--- src/rtl/mips_ctrl_pkg.sv ---
// Shared types and constants for the multicycle MIPS control unit.
// MCTRL_ORI_EN widens the ALU B-select to 3 bits and adds the ZeroImm source for ori.
package mips_ctrl_pkg;

  typedef enum logic [3:0] {
    StFetch   = 4'd0,
    StDecode  = 4'd1,
    StMemAdr  = 4'd2,
    StMemRd   = 4'd3,
    StMemWb   = 4'd4,
    StMemWr   = 4'd5,
    StExecute = 4'd6,
    StAluWb   = 4'd7,
    StBranch  = 4'd8,
    StAddiEx  = 4'd9,
    StAddiWb  = 4'd10,
    StJump    = 4'd11,
    StOriEx   = 4'd12,
    StOriWb   = 4'd13
  } state_t;

  localparam logic [5:0] OP_RTYPE = 6'b000000;
  localparam logic [5:0] OP_LW    = 6'b100011;
  localparam logic [5:0] OP_SW    = 6'b101011;
  localparam logic [5:0] OP_BEQ   = 6'b000100;
  localparam logic [5:0] OP_ADDI  = 6'b001000;
  localparam logic [5:0] OP_J     = 6'b000010;
  localparam logic [5:0] OP_ORI   = 6'b001101;

  localparam logic [5:0] FN_ADD = 6'b100000;
  localparam logic [5:0] FN_SUB = 6'b100010;
  localparam logic [5:0] FN_AND = 6'b100100;
  localparam logic [5:0] FN_OR  = 6'b100101;
  localparam logic [5:0] FN_SLT = 6'b101010;

  typedef logic [2:0] alu_ctrl_t;
  localparam alu_ctrl_t ALU_AND = 3'b000;
  localparam alu_ctrl_t ALU_OR  = 3'b001;
  localparam alu_ctrl_t ALU_ADD = 3'b010;
  localparam alu_ctrl_t ALU_SUB = 3'b110;
  localparam alu_ctrl_t ALU_SLT = 3'b111;

  typedef enum logic [1:0] {
    AluOpAdd   = 2'b00,
    AluOpSub   = 2'b01,
    AluOpFunct = 2'b10,
    AluOpOr    = 2'b11
  } alu_op_t;

`ifdef MCTRL_ORI_EN
  localparam int unsigned SRCB_W = 3;
`else
  localparam int unsigned SRCB_W = 2;
`endif

  typedef logic [SRCB_W-1:0] srcb_t;
  localparam srcb_t SRCB_B      = srcb_t'(0);
  localparam srcb_t SRCB_FOUR   = srcb_t'(1);
  localparam srcb_t SRCB_IMM    = srcb_t'(2);
  localparam srcb_t SRCB_IMM_SH = srcb_t'(3);
`ifdef MCTRL_ORI_EN
  localparam srcb_t SRCB_ZIMM   = srcb_t'(4);
`endif

endpackage

--- src/rtl/alu_decoder.sv ---
// Maps the FSM's coarse ALU request plus the funct field to the 3-bit ALU control code.
module alu_decoder
  import mips_ctrl_pkg::*;
#(
  parameter int unsigned FN_W = 6
) (
  input  alu_op_t         alu_op_i,
  input  logic [FN_W-1:0] funct_i,
  output alu_ctrl_t       alu_ctrl_o,
  output logic            funct_illegal_o
);

  always_comb begin
    alu_ctrl_o      = ALU_ADD;
    funct_illegal_o = 1'b0;
    case (alu_op_i)
      AluOpAdd: alu_ctrl_o = ALU_ADD;
      AluOpSub: alu_ctrl_o = ALU_SUB;
      AluOpOr:  alu_ctrl_o = ALU_OR;
      AluOpFunct: begin
        case (funct_i)
          FN_ADD:  alu_ctrl_o = ALU_ADD;
          FN_SUB:  alu_ctrl_o = ALU_SUB;
          FN_AND:  alu_ctrl_o = ALU_AND;
          FN_OR:   alu_ctrl_o = ALU_OR;
          FN_SLT:  alu_ctrl_o = ALU_SLT;
          default: funct_illegal_o = 1'b1;
        endcase
      end
      default: alu_ctrl_o = ALU_ADD;
    endcase
  end

endmodule

--- src/rtl/multicycle_ctrl.sv ---
// Moore control FSM sequencing the shared multicycle MIPS datapath.
// Define MCTRL_ORI_EN to add ori support (3-bit alu_srcB, ORIEX/ORIWB states).
module multicycle_ctrl
  import mips_ctrl_pkg::*;
#(
  parameter int unsigned OP_W = 6,
  parameter int unsigned FN_W = 6
) (
  input  logic              clk,
  input  logic              reset,
  input  logic [OP_W-1:0]   opcode,
  input  logic [FN_W-1:0]   funct,
  input  logic              zero,
  output logic              iord,
  output logic              mem_write,
  output logic              ir_write,
  output logic              reg_dst,
  output logic              mem_to_reg,
  output logic              reg_write,
  output logic              alu_srcA,
  output logic [SRCB_W-1:0] alu_srcB,
  output logic [1:0]        pc_src,
  output logic              pc_en,
  output logic [2:0]        alu_ctrl_sig,
  output logic              illegal
);

  state_t  state_q, state_d;
  logic    funct_bad_q, funct_bad_d;
  logic    pc_write, branch;
  alu_op_t alu_op;
  logic    funct_illegal;

  always_ff @(posedge clk or posedge reset) begin
    if (reset) begin
      state_q     <= StFetch;
      funct_bad_q <= 1'b0;
    end else begin
      state_q     <= state_d;
      funct_bad_q <= funct_bad_d;
    end
  end

  // Kept apart from the main decode so the decoder feedback is not a block-level loop.
  always_comb begin
    alu_op = AluOpAdd;
    if (!reset) begin
      case (state_q)
        StExecute: alu_op = AluOpFunct;
        StBranch:  alu_op = AluOpSub;
`ifdef MCTRL_ORI_EN
        StOriEx:   alu_op = AluOpOr;
`endif
        default:   alu_op = AluOpAdd;
      endcase
    end
  end

  alu_decoder #(
    .FN_W(FN_W)
  ) u_alu_decoder (
    .alu_op_i       (alu_op),
    .funct_i        (funct),
    .alu_ctrl_o     (alu_ctrl_sig),
    .funct_illegal_o(funct_illegal)
  );

  always_comb begin
    state_d     = StFetch;
    funct_bad_d = funct_bad_q;
    iord        = 1'b0;
    mem_write   = 1'b0;
    ir_write    = 1'b0;
    reg_dst     = 1'b0;
    mem_to_reg  = 1'b0;
    reg_write   = 1'b0;
    alu_srcA    = 1'b0;
    alu_srcB    = SRCB_B;
    pc_src      = 2'b00;
    pc_write    = 1'b0;
    branch      = 1'b0;
    illegal     = 1'b0;

    case (state_q)
      StFetch: begin
        ir_write = 1'b1;
        alu_srcB = SRCB_FOUR;
        pc_write = 1'b1;
        state_d  = StDecode;
      end
      StDecode: begin
        alu_srcB = SRCB_IMM_SH;
        case (opcode)
          OP_LW, OP_SW: state_d = StMemAdr;
          OP_RTYPE:     state_d = StExecute;
          OP_BEQ:       state_d = StBranch;
          OP_ADDI:      state_d = StAddiEx;
          OP_J:         state_d = StJump;
`ifdef MCTRL_ORI_EN
          OP_ORI:       state_d = StOriEx;
`endif
          default: begin
            illegal = 1'b1;
            state_d = StFetch;
          end
        endcase
      end
      StMemAdr: begin
        alu_srcA = 1'b1;
        alu_srcB = SRCB_IMM;
        state_d  = (opcode == OP_LW) ? StMemRd : StMemWr;
      end
      StMemRd: begin
        iord    = 1'b1;
        state_d = StMemWb;
      end
      StMemWb: begin
        reg_write  = 1'b1;
        mem_to_reg = 1'b1;
      end
      StMemWr: begin
        iord      = 1'b1;
        mem_write = 1'b1;
      end
      StExecute: begin
        alu_srcA    = 1'b1;
        illegal     = funct_illegal;
        funct_bad_d = funct_illegal;
        state_d     = StAluWb;
      end
      StAluWb: begin
        // An undecodable funct must not commit its result.
        reg_write = ~funct_bad_q;
        reg_dst   = 1'b1;
      end
      StBranch: begin
        alu_srcA = 1'b1;
        branch   = 1'b1;
        pc_src   = 2'b01;
      end
      StAddiEx: begin
        alu_srcA = 1'b1;
        alu_srcB = SRCB_IMM;
        state_d  = StAddiWb;
      end
      StAddiWb: reg_write = 1'b1;
      StJump: begin
        pc_src   = 2'b10;
        pc_write = 1'b1;
      end
`ifdef MCTRL_ORI_EN
      StOriEx: begin
        alu_srcA = 1'b1;
        alu_srcB = SRCB_ZIMM;
        state_d  = StOriWb;
      end
      StOriWb: reg_write = 1'b1;
`endif
      default: state_d = StFetch;
    endcase

    // The register already sits in FETCH during reset; mask its outputs.
    if (reset) begin
      ir_write    = 1'b0;
      alu_srcB    = SRCB_B;
      pc_write    = 1'b0;
      illegal     = 1'b0;
      funct_bad_d = 1'b0;
    end
  end

  assign pc_en = ~reset & (pc_write | (branch & zero));

endmodule

--- config.mk ---
export PLATFORM = sky130hd
export DESIGN_NAME = multicycle_ctrl
export DESIGN_NICKNAME = d
export VERILOG_FILES = /design/src/rtl/mips_ctrl_pkg.sv /design/src/rtl/alu_decoder.sv /design/src/rtl/multicycle_ctrl.sv
export SDC_FILE = /design/constraint.sdc
export NUM_CORES = 1
export LEC_CHECK = 0
export CAP_MARGIN = 30
export CORE_MARGIN = 3
export CORE_UTILIZATION = 38
export DETAILED_ROUTE_END_ITERATION = 8
export PLACE_DENSITY = 0.9
export SLEW_MARGIN = 40
export SYNTH_ARGS = -nofsm -noshare
export SYNTH_HDL_FRONTEND = slang
export SYNTH_SLANG_ARGS = --single-unit
export TNS_END_PERCENT = 50
--- constraint.sdc ---
create_clock -name clk -period 1.6 [get_ports clk]
set_input_delay 0.16 -clock clk [delete_from_list [all_inputs] [get_ports clk]]
set_output_delay 0.16 -clock clk [all_outputs]
set_load 0.02 [all_outputs]
### After elaboration in Yosys (flattened, before gate mapping)

Cells that the tools add are included.

* logic and storage cells: 71
* register bits: 5
* output and inout bits: 16
* input bits: 15

* bitwise logic cells: 5
* reduce and logical (&&, ||, !) cells: 12
* multiplexer cells: 28
* equality and inequality tests: 24

Operators with widths (count)
* $eq 6x6->1 const B: 7
* $pmux 3 s4: 2
* $pmux 4 s6: 1
* $pmux 4 s5: 1
* $eq 4x3->1 const B: 4
* $eq 4x4->1 const B: 4
* $mux 1: 16
* $reduce_or 2->1: 5
* $eq 4x2->1 const B: 2
* $pmux 2 s2: 2
* $eq 6x2->1 const B: 1
* $eq 6x3->1 const B: 1
* $eq 6x4->1 const B: 1
* $logic_not 6->1: 1
* $pmux 2 s3: 1
* $reduce_or 6->1: 1
* $reduce_or 5->1: 1
* $eq 2x2->1 const B: 2
* $eq 4x1->1 const B: 1
* $logic_not 4->1: 1
* $mux 2: 2
* $pmux 1 s2: 2
* $reduce_or 4->1: 1
* $mux 3: 1
* other kinds (6): 8

### Longest topological paths before layout

* depth after elaboration: 7
* mapped depth: 4
* gate-level depth less buffers: 3

### Modules after synthesis

A second synthesis with hierarchy kept.

* cells, all modules: 86
* area, all modules: 649.4 µm²

By module, submodules not included
* multicycle_ctrl: cells an instance 71, area each 541.8 µm², sequential area each 125.1 µm², instances 1
* alu_decoder: cells an instance 15, area each 107.6 µm², sequential area each 0.0 µm², instances 1

### Worst setup path before layout

OpenSTA, ideal clock, no wires.

* path type: register to output
* from: register state_q[1]
* to: output ir_write
* slack: -295 ps
* data arrival time: 1735 ps
* required time: 1440 ps
* path buffers: 1
* stages on the path, launching flop included: 4
* cell sequence: dfrtp_1 buf_2 nor4_1 nor2b_1

* longest elaborated chain between the ends: 3

RTL lines
* start: declaration: RTL line multicycle_ctrl.sv:28 `state_t state_q, state_d;`
* start signal: assignment: RTL line multicycle_ctrl.sv:36 `state_q <= StFetch;`
* start signal: assignment: RTL line multicycle_ctrl.sv:39 `state_q <= state_d;`
* $logic_not 4->1: RTL line multicycle_ctrl.sv:84 `case (state_q)`
* $mux 1: RTL line multicycle_ctrl.sv:84
* $mux 1: RTL line multicycle_ctrl.sv:163 `if (reset) begin`
* end: declaration: RTL line multicycle_ctrl.sv:16 `output logic ir_write,`

Every way passes these cells.

### Final worst setup path

* from: register state_q[3]
* to: output alu_ctrl_sig[2]

* longest elaborated chain between the ends: 5
* elaborated cells between the ends (all ways): 9
* those cells by class: eq/ne: 5; mux: 3; reduce/logical: 1

RTL lines
* $eq 4x4->1 or $eq 4x3->1 (tied branches): RTL line multicycle_ctrl.sv:48 `case (state_q)`
* $pmux 2 s2 (*): RTL line multicycle_ctrl.sv:48
* $mux 2 (*): RTL line multicycle_ctrl.sv:47 `if (!reset) begin`
* $eq 2x2->1 (tied with other cells): RTL line alu_decoder.sv:16 `case (alu_op_i)`
* $pmux 3 s4 (*): RTL line alu_decoder.sv:16
* end: declaration: RTL line multicycle_ctrl.sv:24 `output logic [2:0] alu_ctrl_sig,`

Every way passes the cells marked *; elsewhere a longest branch is shown, timed or not.

==> reports/metrics.yaml <==
leakagePower_nw: 0.5383
drtIter0Drc: 44
die_y_um: 44.88
initial_utilization: 0.4203
slowest_stage: "dfrtp_2"
cp_max_fo: 7
clk_latency_ns: 0.25
startpoint_type: "flip-flop"
syn-instance-count: 75
cts_tree: "built"
die_w_um: 44.88
rsz0062_at_grt: "true"
io_buffer_count: 30
cp.arrival_ns: 1.59
max_clock_freq_mhz: 570.8
dpl.hpwl_um: 1796
synth-seq-cells: 5
ys_async_sr_fraction: 1.000
vdd_drop_max_mv: 0.8106
final.min_clock_period_ns: 1.752
finClkSkew_ns: 0.001798
critPathKind: "reg2out"
nets: 153
vias_per_cell: 6.268
num_rows: 13
clkPwrFrac: 0.145
seq_area_frac_synth: 0.2179
cts_root_buf: "clkbuf_4"
powerDensity_mw_per_mm2: 918.8
status: "complete, but fails checks"
wl_um: 3359
final_antenna_net_count: 0
p_int_mw: 0.6073
slew_viol_final: 0
firstDrtPassIters: 4
swShare: 0.4446
htreeDepth: 1
synth_fp_nets: 90
layout_common_cells: "34 x buf_4, 8 x nor2_1, 8 x clkdlybuf4s50_1"
fin_ws_ns: -0.1521
place_congestion: 0.7692
vias: 959
fin_crit_sh: 1.095
io_pins: 31
synth_cell_types: 34
postLayoutCellArea_mm2: 0.001190
drive_gt1_frac: 0.5401
grt_max_degree: 9
core_mm2: 0.001366
grt_pass1_wl_um: 4367
seqPwrFrac: 0.183
wl_per_cell_um: 21.95
syn_avg_cell_area_um2: 7.657
dpl-instance-area_mm2: 0.001091
fin_util: 0.8709
syn_area_um2: 574.3
hold_class: "in2async"
cp_slowest_stage_delay_ns: 0.46
cts_buffer_depth: 2
area_delta_synth_final_pct: 107.2
synth-warning-count: 0
setup_viol: 8
p_sw_mw: 0.4861
dieArea_mm2: 0.002014
hold_viol_final: 0
cp.required_ns: 1.44
relSlewSlack: 0.6863
antenna_found_initial: 0
synth_edf_count: 0
final_common_cell: "buf_4"
worstPathCellList: "and4bb_2, a31oi_1, nor2_1, buf_4"
clk_pin_slew_worst_paths_ns: 0.05
fin_hold_ws_ns: 0.2939
violations: "negative setup slack"
synth_ff_type: "dfrtp_1"
hold_buffers: 0
cp-end-kind: "output port"
maxCapViolations: 0
drc: 0
worstMarginPinSlew_ns: 0.4663
combPwrFrac: 0.672
dp_slack_ns: -0.6168
numClockSinks: 5
grt_usage: 0.2991
grt_pass1_vias: 926
grt_overflow: 0
numCtsBuffers: 3
-- stage by stage --
stage / std cells / power, mW / TNS, ns
floorplan: 75 / 0.4877 / -0.05441
global placement: 143 / 0.8022 / -3.281
detailed placement: 143 / 0.8265 / -3.931
CTS: 150 / 0.9991 / -0.1905
global route: 152 / 1.143 / -0.9088
finish: 153 / 1.093 / -0.5566
-- final timing paths --
check | start | end | slack [ns] | cells past startpoint
max in group asynchronous | reset | state_q[2]$_DFF_PP0_ | 1.03 | 3
max reg2reg | state_q[3]$_DFF_PP0_ | funct_bad_q$_DFFE_PP0P_ | 0.14 | 5
min reg2reg | state_q[0]$_DFF_PP0_ | state_q[0]$_DFF_PP0_ | 0.57 | 1
min in group clk | opcode[2] | state_q[0]$_DFF_PP0_ | 0.49 | 4
max | state_q[3]$_DFF_PP0_ | alu_ctrl_sig[2] | -0.15 | 4
min | reset | funct_bad_q$_DFFE_PP0P_ | 0.29 | 2
-- area by class of cell --
| class | instances | area, um2 |
|---|---|---|
| fillers | 70 | 176.4 |
| diodes | 1 | 2.502 |
| well taps | 15 | 18.77 |
| repair buffers | 62 | 501.7 |
| flip-flops and latches | 5 | 130.1 |
| multi-input cells | 63 | 499.2 |
| inverters | 3 | 11.26 |
| clock buffers | 4 | 26.28 |
-- power by group through the flow --
stage | Sequential (mW) | Combinational [mW] | Clock (mW)
detailed placement | 0.185 | 0.641 | 0
floorplan | 0.166 | 0.322 | 0
global route | 0.203 | 0.770 | 0.170
CTS | 0.190 | 0.652 | 0.158
finish | 0.200 | 0.734 | 0.159
global placement | 0.183 | 0.619 | 0
-- metal layers --
layer  up-vias  wire (um)  track usage
met5         -          0            0
met3        18        251      0.02789
met2        68       1685       0.5387
met1       460       1275       0.3382
li1        413          -            -
met4         0        147       0.1754
-- state kept, by name (all words and copies together), names as in the netlist --
name,count
state_q,4
funct_bad_q,1
-- cells by family (layout without fill, tap and decap cells) --
kind of cell / Yosys count / after routing / share of synthesized area
compound gates: 17 / 17 / 0.2332
mux: 2 / 2 / 0.03704
other cells: 0 / 1 / 0
buf+inv: 7 / 69 / 0.05447
simple gates: 42 / 42 / 0.4270
flops: 5 / 5 / 0.2179
xor+xnor: 2 / 2 / 0.03051
-- timing repair --
action,CTS,global route
hold endpoints to repair,0,0
gates resized for setup,86,24
endpoints found under the setup margin,16,16
buffers inserted,3,2
pin swaps,5,6
-- cell usage after synthesis (2+ instances only) --
cell type  instances  area [um2]
nor4_1             3       18.77
a21oi_1            2       10.01
buf_2              4       20.02
and2_1             2       12.51
xor2_1             2       17.52
nand3_1            4       20.02
and3_1             3       18.77
inv_1              3       11.26
nor2_1             9       33.78
o21ai_0            2       10.01
nor3_1             4       20.02
a211oi_1           3       22.52
nor3b_1            3       22.52
dfrtp_1            5       125.1
nand2b_1           3       18.77
nor2b_1            2       12.51
nand2_1            4       15.01
-- worst max-delay path, delay by kind of cell (launching register included) --
kind / cells / cell delay (ns)
simple gates: 2 / 0.59
buf+inv: 1 / 0.17
compound gates: 1 / 0.12
flops: 1 / 0.46
No activity file was read; power rests on OpenSTA's default activity.
